**src/rtl/simple_pkg.sv**
```systemverilog
// Shared definitions for the pipeline hazard controller.
//   state_t : FSM encoding (RUN / INWAIT / HALTED, 2'b11 unused)
//   REG_W   : width of a register-file index field
package simple_pkg;

  localparam int REG_W = 3;

  typedef enum logic [1:0] {
    ST_RUN    = 2'b00,
    ST_INWAIT = 2'b01,
    ST_HALTED = 2'b10,
    ST_BAD    = 2'b11
  } state_t;

endpackage

```
**src/rtl/luse_detect.sv**
```systemverilog
// Load-use hazard detector (pure combinational).
// Flags when the instruction in EX is a load whose destination is a source
// register actually read by the instruction in ID.
//   id_rs, id_rt         : ID source register fields
//   id_use_rs, id_use_rt : ID instruction reads rs / rt
//   ex_memread, ex_rd    : EX instruction is a load, its destination
//   hit                  : load-use hazard present
module luse_detect
  import simple_pkg::*;
(
  input  logic [REG_W-1:0] id_rs,
  input  logic [REG_W-1:0] id_rt,
  input  logic             id_use_rs,
  input  logic             id_use_rt,
  input  logic             ex_memread,
  input  logic [REG_W-1:0] ex_rd,
  output logic             hit
);

  assign hit = ex_memread &&
               ((id_use_rs && (id_rs == ex_rd)) ||
                (id_use_rt && (id_rt == ex_rd)));

endmodule

```
**src/rtl/pipe_hazard_ctl.sv**
```systemverilog
// Pipeline hazard / stall controller.
// Produces PC, IF/ID and back-end pipeline write enables plus bubble
// (flush) controls from the hazard inputs, tracks halt and external-input
// wait in a small FSM, and counts stalled cycles.
//   clk, rst              : clock, synchronous active-high reset
//   id_rs/rt, id_use_rs/rt: ID instruction source fields and usage
//   ex_memread, ex_rd     : EX load flag and destination
//   br_taken              : branch resolved taken in EX
//   halt_ex               : HLT in EX
//   in_req, in_valid      : IN instruction in MEM, external data valid
//   restart               : resume request while halted
//   pc_we/ifid_we/pipe_we : register write enables
//   ifid_flush/idex_flush : bubble insertion
//   halted, state         : FSM status
//   stall_cnt             : saturating count of non-halted cycles with pc_we=0
module pipe_hazard_ctl
  import simple_pkg::*;
#(
  parameter int CNT_W = 16
) (
  input  logic             clk,
  input  logic             rst,
  input  logic [REG_W-1:0] id_rs,
  input  logic [REG_W-1:0] id_rt,
  input  logic             id_use_rs,
  input  logic             id_use_rt,
  input  logic             ex_memread,
  input  logic [REG_W-1:0] ex_rd,
  input  logic             br_taken,
  input  logic             halt_ex,
  input  logic             in_req,
  input  logic             in_valid,
  input  logic             restart,
  output logic             pc_we,
  output logic             ifid_we,
  output logic             pipe_we,
  output logic             ifid_flush,
  output logic             idex_flush,
  output logic             halted,
  output logic [1:0]       state,
  output logic [CNT_W-1:0] stall_cnt
);

  state_t     state_q, state_d;
  logic       luse_hit;
  logic       in_stall;

  assign in_stall = in_req && !in_valid;

  luse_detect u_luse (
    .id_rs      (id_rs),
    .id_rt      (id_rt),
    .id_use_rs  (id_use_rs),
    .id_use_rt  (id_use_rt),
    .ex_memread (ex_memread),
    .ex_rd      (ex_rd),
    .hit        (luse_hit)
  );

  // State register
  always_ff @(posedge clk) begin
    if (rst) state_q <= ST_RUN;
    else     state_q <= state_d;
  end

  // Next-state logic
  always_comb begin
    state_d = ST_RUN;
    case (state_q)
      ST_RUN: begin
        if (halt_ex)       state_d = ST_HALTED;
        else if (in_stall) state_d = ST_INWAIT;
        else               state_d = ST_RUN;
      end
      ST_INWAIT: state_d = in_valid ? ST_RUN : ST_INWAIT;
      ST_HALTED: state_d = restart  ? ST_RUN : ST_HALTED;
      default:   state_d = ST_RUN;
    endcase
  end

  // Output logic. A taken branch that coincides with an input wait is not
  // acted on: the whole pipe freezes, so EX re-presents it once the wait ends.
  always_comb begin
    pc_we      = 1'b0;
    ifid_we    = 1'b0;
    pipe_we    = 1'b0;
    ifid_flush = 1'b0;
    idex_flush = 1'b0;
    case (state_q)
      ST_RUN: begin
        if (halt_ex) begin
          pipe_we    = 1'b1;
          ifid_flush = 1'b1;
          idex_flush = 1'b1;
        end else if (in_stall) begin
          // everything frozen
        end else if (br_taken) begin
          pc_we      = 1'b1;
          ifid_we    = 1'b1;
          pipe_we    = 1'b1;
          ifid_flush = 1'b1;
          idex_flush = 1'b1;
        end else if (luse_hit) begin
          pipe_we    = 1'b1;
          idex_flush = 1'b1;
        end else begin
          pc_we      = 1'b1;
          ifid_we    = 1'b1;
          pipe_we    = 1'b1;
        end
      end
      ST_INWAIT: begin
        pc_we   = in_valid;
        ifid_we = in_valid;
        pipe_we = in_valid;
      end
      default: ;  // HALTED and the unused code keep everything idle
    endcase
    if (rst) begin
      pc_we      = 1'b0;
      ifid_we    = 1'b0;
      pipe_we    = 1'b0;
      ifid_flush = 1'b1;
      idex_flush = 1'b1;
    end
  end

  assign state  = state_q;
  assign halted = (state_q == ST_HALTED) && !rst;

  // Stall counter: saturates rather than wrapping so long runs stay meaningful.
  always_ff @(posedge clk) begin
    if (rst)
      stall_cnt <= '0;
    else if (!pc_we && (state_q != ST_HALTED) && (stall_cnt != '1))
      stall_cnt <= stall_cnt + 1'b1;
  end

endmodule

```
**config.mk**
```make
export PLATFORM = sky130hd
export DESIGN_NAME = pipe_hazard_ctl
export DESIGN_NICKNAME = d
export VERILOG_FILES = /design/src/rtl/simple_pkg.sv /design/src/rtl/luse_detect.sv /design/src/rtl/pipe_hazard_ctl.sv
export SDC_FILE = /design/constraint.sdc
export NUM_CORES = 1
export LEC_CHECK = 0
export BUFFER_PORTS_ARGS = -buffer_cell sky130_fd_sc_hd__buf_4
export CAP_MARGIN = 20
export CORE_ASPECT_RATIO = 1.1
export CORE_MARGIN = 5
export CORE_UTILIZATION = 45
export CTS_BUF_LIST = sky130_fd_sc_hd__clkbuf_2
export DETAILED_ROUTE_END_ITERATION = 7
export PLACE_DENSITY_LB_ADDON = 0.15
export SETUP_SLACK_MARGIN = 0.3
export SLEW_MARGIN = 20
export SYNTH_ARGS = -nofsm -noshare
export SYNTH_HDL_FRONTEND = slang
export SYNTH_SLANG_ARGS = --single-unit
```
**constraint.sdc**
```tcl
create_clock -name clk -period 2.3 [get_ports clk]
set_input_delay 0.23 -clock clk [delete_from_list [all_inputs] [get_ports clk]]
set_output_delay 0.23 -clock clk [all_outputs]
set_load 0.005 [all_outputs]
```
* Word level (Yosys, flattened, before mapping) *
Index checks and enable logic that the tools add are counted.

storage, ports and cells
  flip-flop bits (word level) = 18
  input port bits = 19
  output and inout port bits = 24
  logic and storage cells = 47

operators by class
  add/subtract/negate cells = 1
  eq/ne operators = 6
  mux-type cells = 26
  reduce and logical (&&, ||, !) cells = 12

operators with widths
  cell                     count
  $mux W1                  21
  $add A16 B1 Y16 const B  1
  $ne A16 B16 Y1 const B   1
  $logic_and A1 B1 Y1      7
  $eq A3 B3 Y1             2
  $pmux W2 S3              1
  $mux W2                  2
  $pmux W1 S2              2
  $logic_not A1 Y1         3
  $eq A2 B1 Y1 const B     1
  $eq A2 B2 Y1 const B     1
  $logic_not A2 Y1         1
  $ne A2 B2 Y1 const B     1
  $logic_or A1 B1 Y1       1

* Depth between registers and ports, before layout *
  word-level depth = 13
  mapped depth = 7
  gate-level depth less buffers = 7

* Hierarchy *
From an unflattened synthesis, not the netlist that was laid out.

second synthesis, totals
  cells, all modules = 137
  area, all modules = 1151.1 µm²

modules (own cells, without submodules)
  module           instances  cells each  area an instance (µm²)  seq. area each (µm²)
  pipe_hazard_ctl  1          128         1078.5                  360.3
  luse_detect      1          9           72.6                    0.0

* Least setup slack after synthesis *
No wires, ideal clock.

  path type = register -> register
  start point = register state_q[1] (netlist: state[1])
  end point = register stall_cnt[14]
  library setup time = 0.121 ns
  data arrival time = 1.708 ns
  data required time = 2.179 ns
  slack = 0.472 ns
  stages on the path, launching flop included = 7
  path buffers = 0
  period minus slack after synthesis = 1.828 ns
  path through = dfxtp_1 -> inv_2 -> a311o_1 -> a21oi_4 -> o211ai_4 -> nor3_1 -> mux2_2

between the ends
  cells in the longest elaborated chain, start to end = 6
  elaborated cells on any way between the ends = 8
  those cells by class = 2 x eq/ne; 2 x mux; 4 x reduce/logical

ends and longest elaborated chain
  item                                                     line                    source
  start: declaration                                       pipe_hazard_ctl.sv:44   state_t state_q, state_d;
  start signal: assignment                                 pipe_hazard_ctl.sv:63   else state_q <= state_d;
  $eq A2 B1 Y1 / $logic_not A2 Y1 (equally long branches)  pipe_hazard_ctl.sv:89   case (state_q)
  $pmux W1 S2                                              pipe_hazard_ctl.sv:89
  $mux W1                                                  pipe_hazard_ctl.sv:119  if (rst) begin
  $logic_not A1 Y1                                         pipe_hazard_ctl.sv:135  else if (!pc_we && (state_q != ST_HALTED) && (stall_cnt != '1))
  $logic_and A1 B1 Y1 * (2 in series)                      pipe_hazard_ctl.sv:135
  end signal: assignment                                   pipe_hazard_ctl.sv:136  stall_cnt <= stall_cnt + 1'b1;
  end: declaration                                         pipe_hazard_ctl.sv:41   output logic [CNT_W-1:0] stall_cnt

Every way passes the cells marked *; elsewhere a longest branch is shown, timed or not.
A chain may end at the register's enable or synchronous reset.

* Worst setup path after layout *
  start point = register state_q[1] (netlist: state[1])
  end point = output ifid_we

between the ends
  cells in the longest elaborated chain, start to end = 3
  elaborated cells on any way between the ends = 4
  those cells by class = 1 x eq/ne; 2 x mux; 1 x reduce/logical

ends and longest elaborated chain
  item                                                     line                    source
  $eq A2 B1 Y1 / $logic_not A2 Y1 (equally long branches)  pipe_hazard_ctl.sv:89
  $pmux W1 S2 *                                            pipe_hazard_ctl.sv:89
  $mux W1 *                                                pipe_hazard_ctl.sv:119
  end: declaration                                         pipe_hazard_ctl.sv:35   output logic ifid_we,

Marked as above.

==> results.yml <==
outcome:
  outcome: "finished clean"
clock_tree:
  clkLatencyLatePin_ps: 310
  cts_root_buf: "clkbuf_2"
  cts_tree: "built"
  cts_buffers: 3
  hold_buffers: 0
  cts_buffer_depth: 2
  cts_sinks: 18
  path_clk_slew_ps: 170
  htreeDepth: 1
routing:
  ant_nets: 0
  vias_per_cell: 5.38
  wl_um: 2730
  drtIter0Drc: 9
  first_pass_iters: 4
  vias: 1124
  wire_per_inst_um: 13.1
  drc: 0
synthesis:
  synth_top_family_by_area: "simple AND/OR/NAND/NOR gates"
  ys_ff_latch: 18
  syn_nets: 153
  synth-edff-count: 0
  synth.area.mux_share_pct: 3.88
  ys_types: 39
  synth_compound_area_share_pct: 19.3
  synthArstFlopShare_pct: 0
  syn_area_um2: 1100
  yosys.area_share.simple_pct: 28.1
  synthXorXnorAreaFrac_pct: 8.79
  synth_top_flop_cell: "dfxtp_1"
  synth_cells: 133
  synth_adder_area_share_pct: 1.14
  yosys_warnings: 0
  yosysSeqAreaShare_pct: 32.9
  synth_area_per_cell_um2: 8.24
critical_path:
  path_cells: "inv_2 > a311o_1 > a21oi_4 > nor2_2 > buf_4"
  worst-path-buf-inv: 2
  critPathLaunchType: "flop"
  worstSetupPathType: "reg -> out"
  cp-startpoint: "state[1]"
  critical-path-slowest-cell: "dfxtp_2"
  r2r-end: "stall_cnt[11]"
  rr_worst_depth: 7
  crit_fanout: 8
  crit_family: "compound AO/OA/AOI/OAI gates"
  required_ps: 2070
  r2r-start: "state[1]"
  slowest_delay_ps: 420
  arrival_ps: 1660
  rrSetupSlack_ps: 410
  endpoint_kind: "output pin"
finish:
  antenna_cells: 0
  final.fill_count: 216
  fin_util_pct: 63.8
  nNetsFinal: 201
  synthToLayoutAreaGrowth_pct: 33.8
  layout-drive-gt1-share_pct: 35.2
sta:
  maxSlewHeadroom_pct: 76.0
  finalClockSkew_ps: 9.54
  slew_violations: 0
  grt_setup_unrepaired: "false"
  max_freq_ghz: 0.528
  worstMarginPinSlew_ps: 356
  finalCritPeriodShare_pct: 82.3
  final-setup-viol-count: 0
  hold_viol: 0
  finalSetupTns_ps: 0
  period_needed_ps: 1890
placement:
  gp_congestion: 0.842
  hpwl_um: 2130
  port_buffers: 42
grt:
  grt_pass1_vias: 1013
  grt_overflow_total: 0
  antenna_found_initial: 0
  grt_usage_pct: 15.1
  grt_pass1_wl_um: 4140
  grt_max_degree: 22
hold_path:
  whs_endpoint: "state[0]"
  hold_start: "in_valid"
  hold_path.class: "in -> reg"
  hold_depth: 2
power_and_ir_drop:
  leakage_nw: 0.599
  ir_worst_vdd_mv: 0.325
  power_density_nw_per_um2: 408
die:
  die_h_um: 61.8
  die_x_um: 57.1
  die-area_um2: 3520
  start_util_pct: 47.7
  pin_count: 43
  rows: 18
  core_um2: 2300
job:
  drv_cap: 0
==> per-stage QoR <==
step / cell area [um^2] / power [mW] / hold slack (ps) / worst slack, ps / std cells
6_report: 1470 / 0.598 / 98.4 / 406 / 209
5_1_grt: 1470 / 0.630 / 76.6 / 287 / 209
4_1_cts: 1430 / 0.591 / 102 / 301 / 204
3_5_place_dp: 1410 / 0.466 / 439 / 355 / 201
3_3_place_gp: 1410 / 0.462 / 436 / 408 / 201
2_1_floorplan: 1100 / 0.404 / 309 / 472 / 133
==> state kept, by name (all words and copies together), names as in the netlist <==
signal     count
state          2
stall_cnt     16
==> per-layer routing <==
metal	GRT usage, %	vias to the layer above	part of all wire [%]
met5	0	-	0
li1	-	568	-
met4	5.30	0	0.91
met2	27.9	37	50
met3	3.93	4	7.2
met1	17.2	515	42
==> cell type report <==
cell class / count / area (um^2) / share of cell area, %
Clock buffer: 3 / 15.0 / 1.02
Multi-Input combinational cell: 104 / 673 / 45.9
Tap cell: 30 / 37.5 / 2.56
Sequential cell: 18 / 362 / 24.7
Timing Repair Buffer: 47 / 353 / 24.1
Inverter: 7 / 26.3 / 1.79
==> logic make-up (layout without fill, tap and decap cells) <==
group,count (synthesis),after routing
XOR/XNOR,11,11
AND/OR/NAND/NOR,58,58
multiplexers,4,4
AO/OA/AOI/OAI,30,30
flip-flops,18,18
adder cells (fa/ha/maj),1,1
buffers and inverters,11,57
==> layout by cell type, fill, tap and decap left out, types with 2 or more instances in the layout <==
cell | Yosys | final
nor2b_1 | 2 | 2
o21ai_0 | 9 | 9
xnor2_1 | 8 | 8
or2_2 | 3 | 3
nor3_1 | 6 | 6
clkbuf_2 | 0 | 3
nor2_2 | 1 | 2
mux2_2 | 2 | 2
and2_1 | 2 | 2
a21oi_1 | 9 | 9
buf_4 | 2 | 47
nand2_1 | 7 | 7
xor2_1 | 3 | 3
nor2_1 | 13 | 12
nand2b_1 | 2 | 2
nand4_1 | 6 | 6
nand3_1 | 5 | 5
inv_1 | 6 | 6
dfxtp_1 | 18 | 17
or3_1 | 6 | 6
o211ai_1 | 3 | 3
mux2i_1 | 2 | 2
==> synth_stat cells (3+ instances only) <==
cell,count,area share (%)
a21oi_1,9,4.1
inv_1,6,2.1
dfxtp_1,18,33
nor3_1,6,2.7
nand4_1,6,3.4
or2_2,3,1.7
nor2_1,13,4.5
xnor2_1,8,6.4
o21ai_0,9,4.1
xor2_1,3,2.4
or3_1,6,3.4
o211ai_1,3,2.1
nand2_1,7,2.4
nand3_1,5,2.3
==> repair_timing <==
action                     4_1_cts  5_1_grt
setup endpoints to repair        2       11
setup buffers                    0        5
resized for setup                0        2
pin swaps                        1        0
==> worst max path at each step <==
stage | end | slack [ps] | cells past startpoint
final | ifid_we | 410 | 5
after global routing | ifid_we | 290 | 5
after CTS | ifid_we | 300 | 4
after detailed placement | stall_cnt[14] | 350 | 7
after global placement | stall_cnt[14] | 410 | 7
after floorplan | stall_cnt[14] | 470 | 6
==> where the power goes <==
part | internal (mW) | total (mW) | switching, mW
Clock | 0.0356 | 0.132 | 0.0967
Sequential | 0.321 | 0.333 | 0.0114
Combinational | 0.0719 | 0.133 | 0.0614
Total | 0.429 | 0.598 | 0.170
Note: power is estimated with default switching activity, not from simulation.
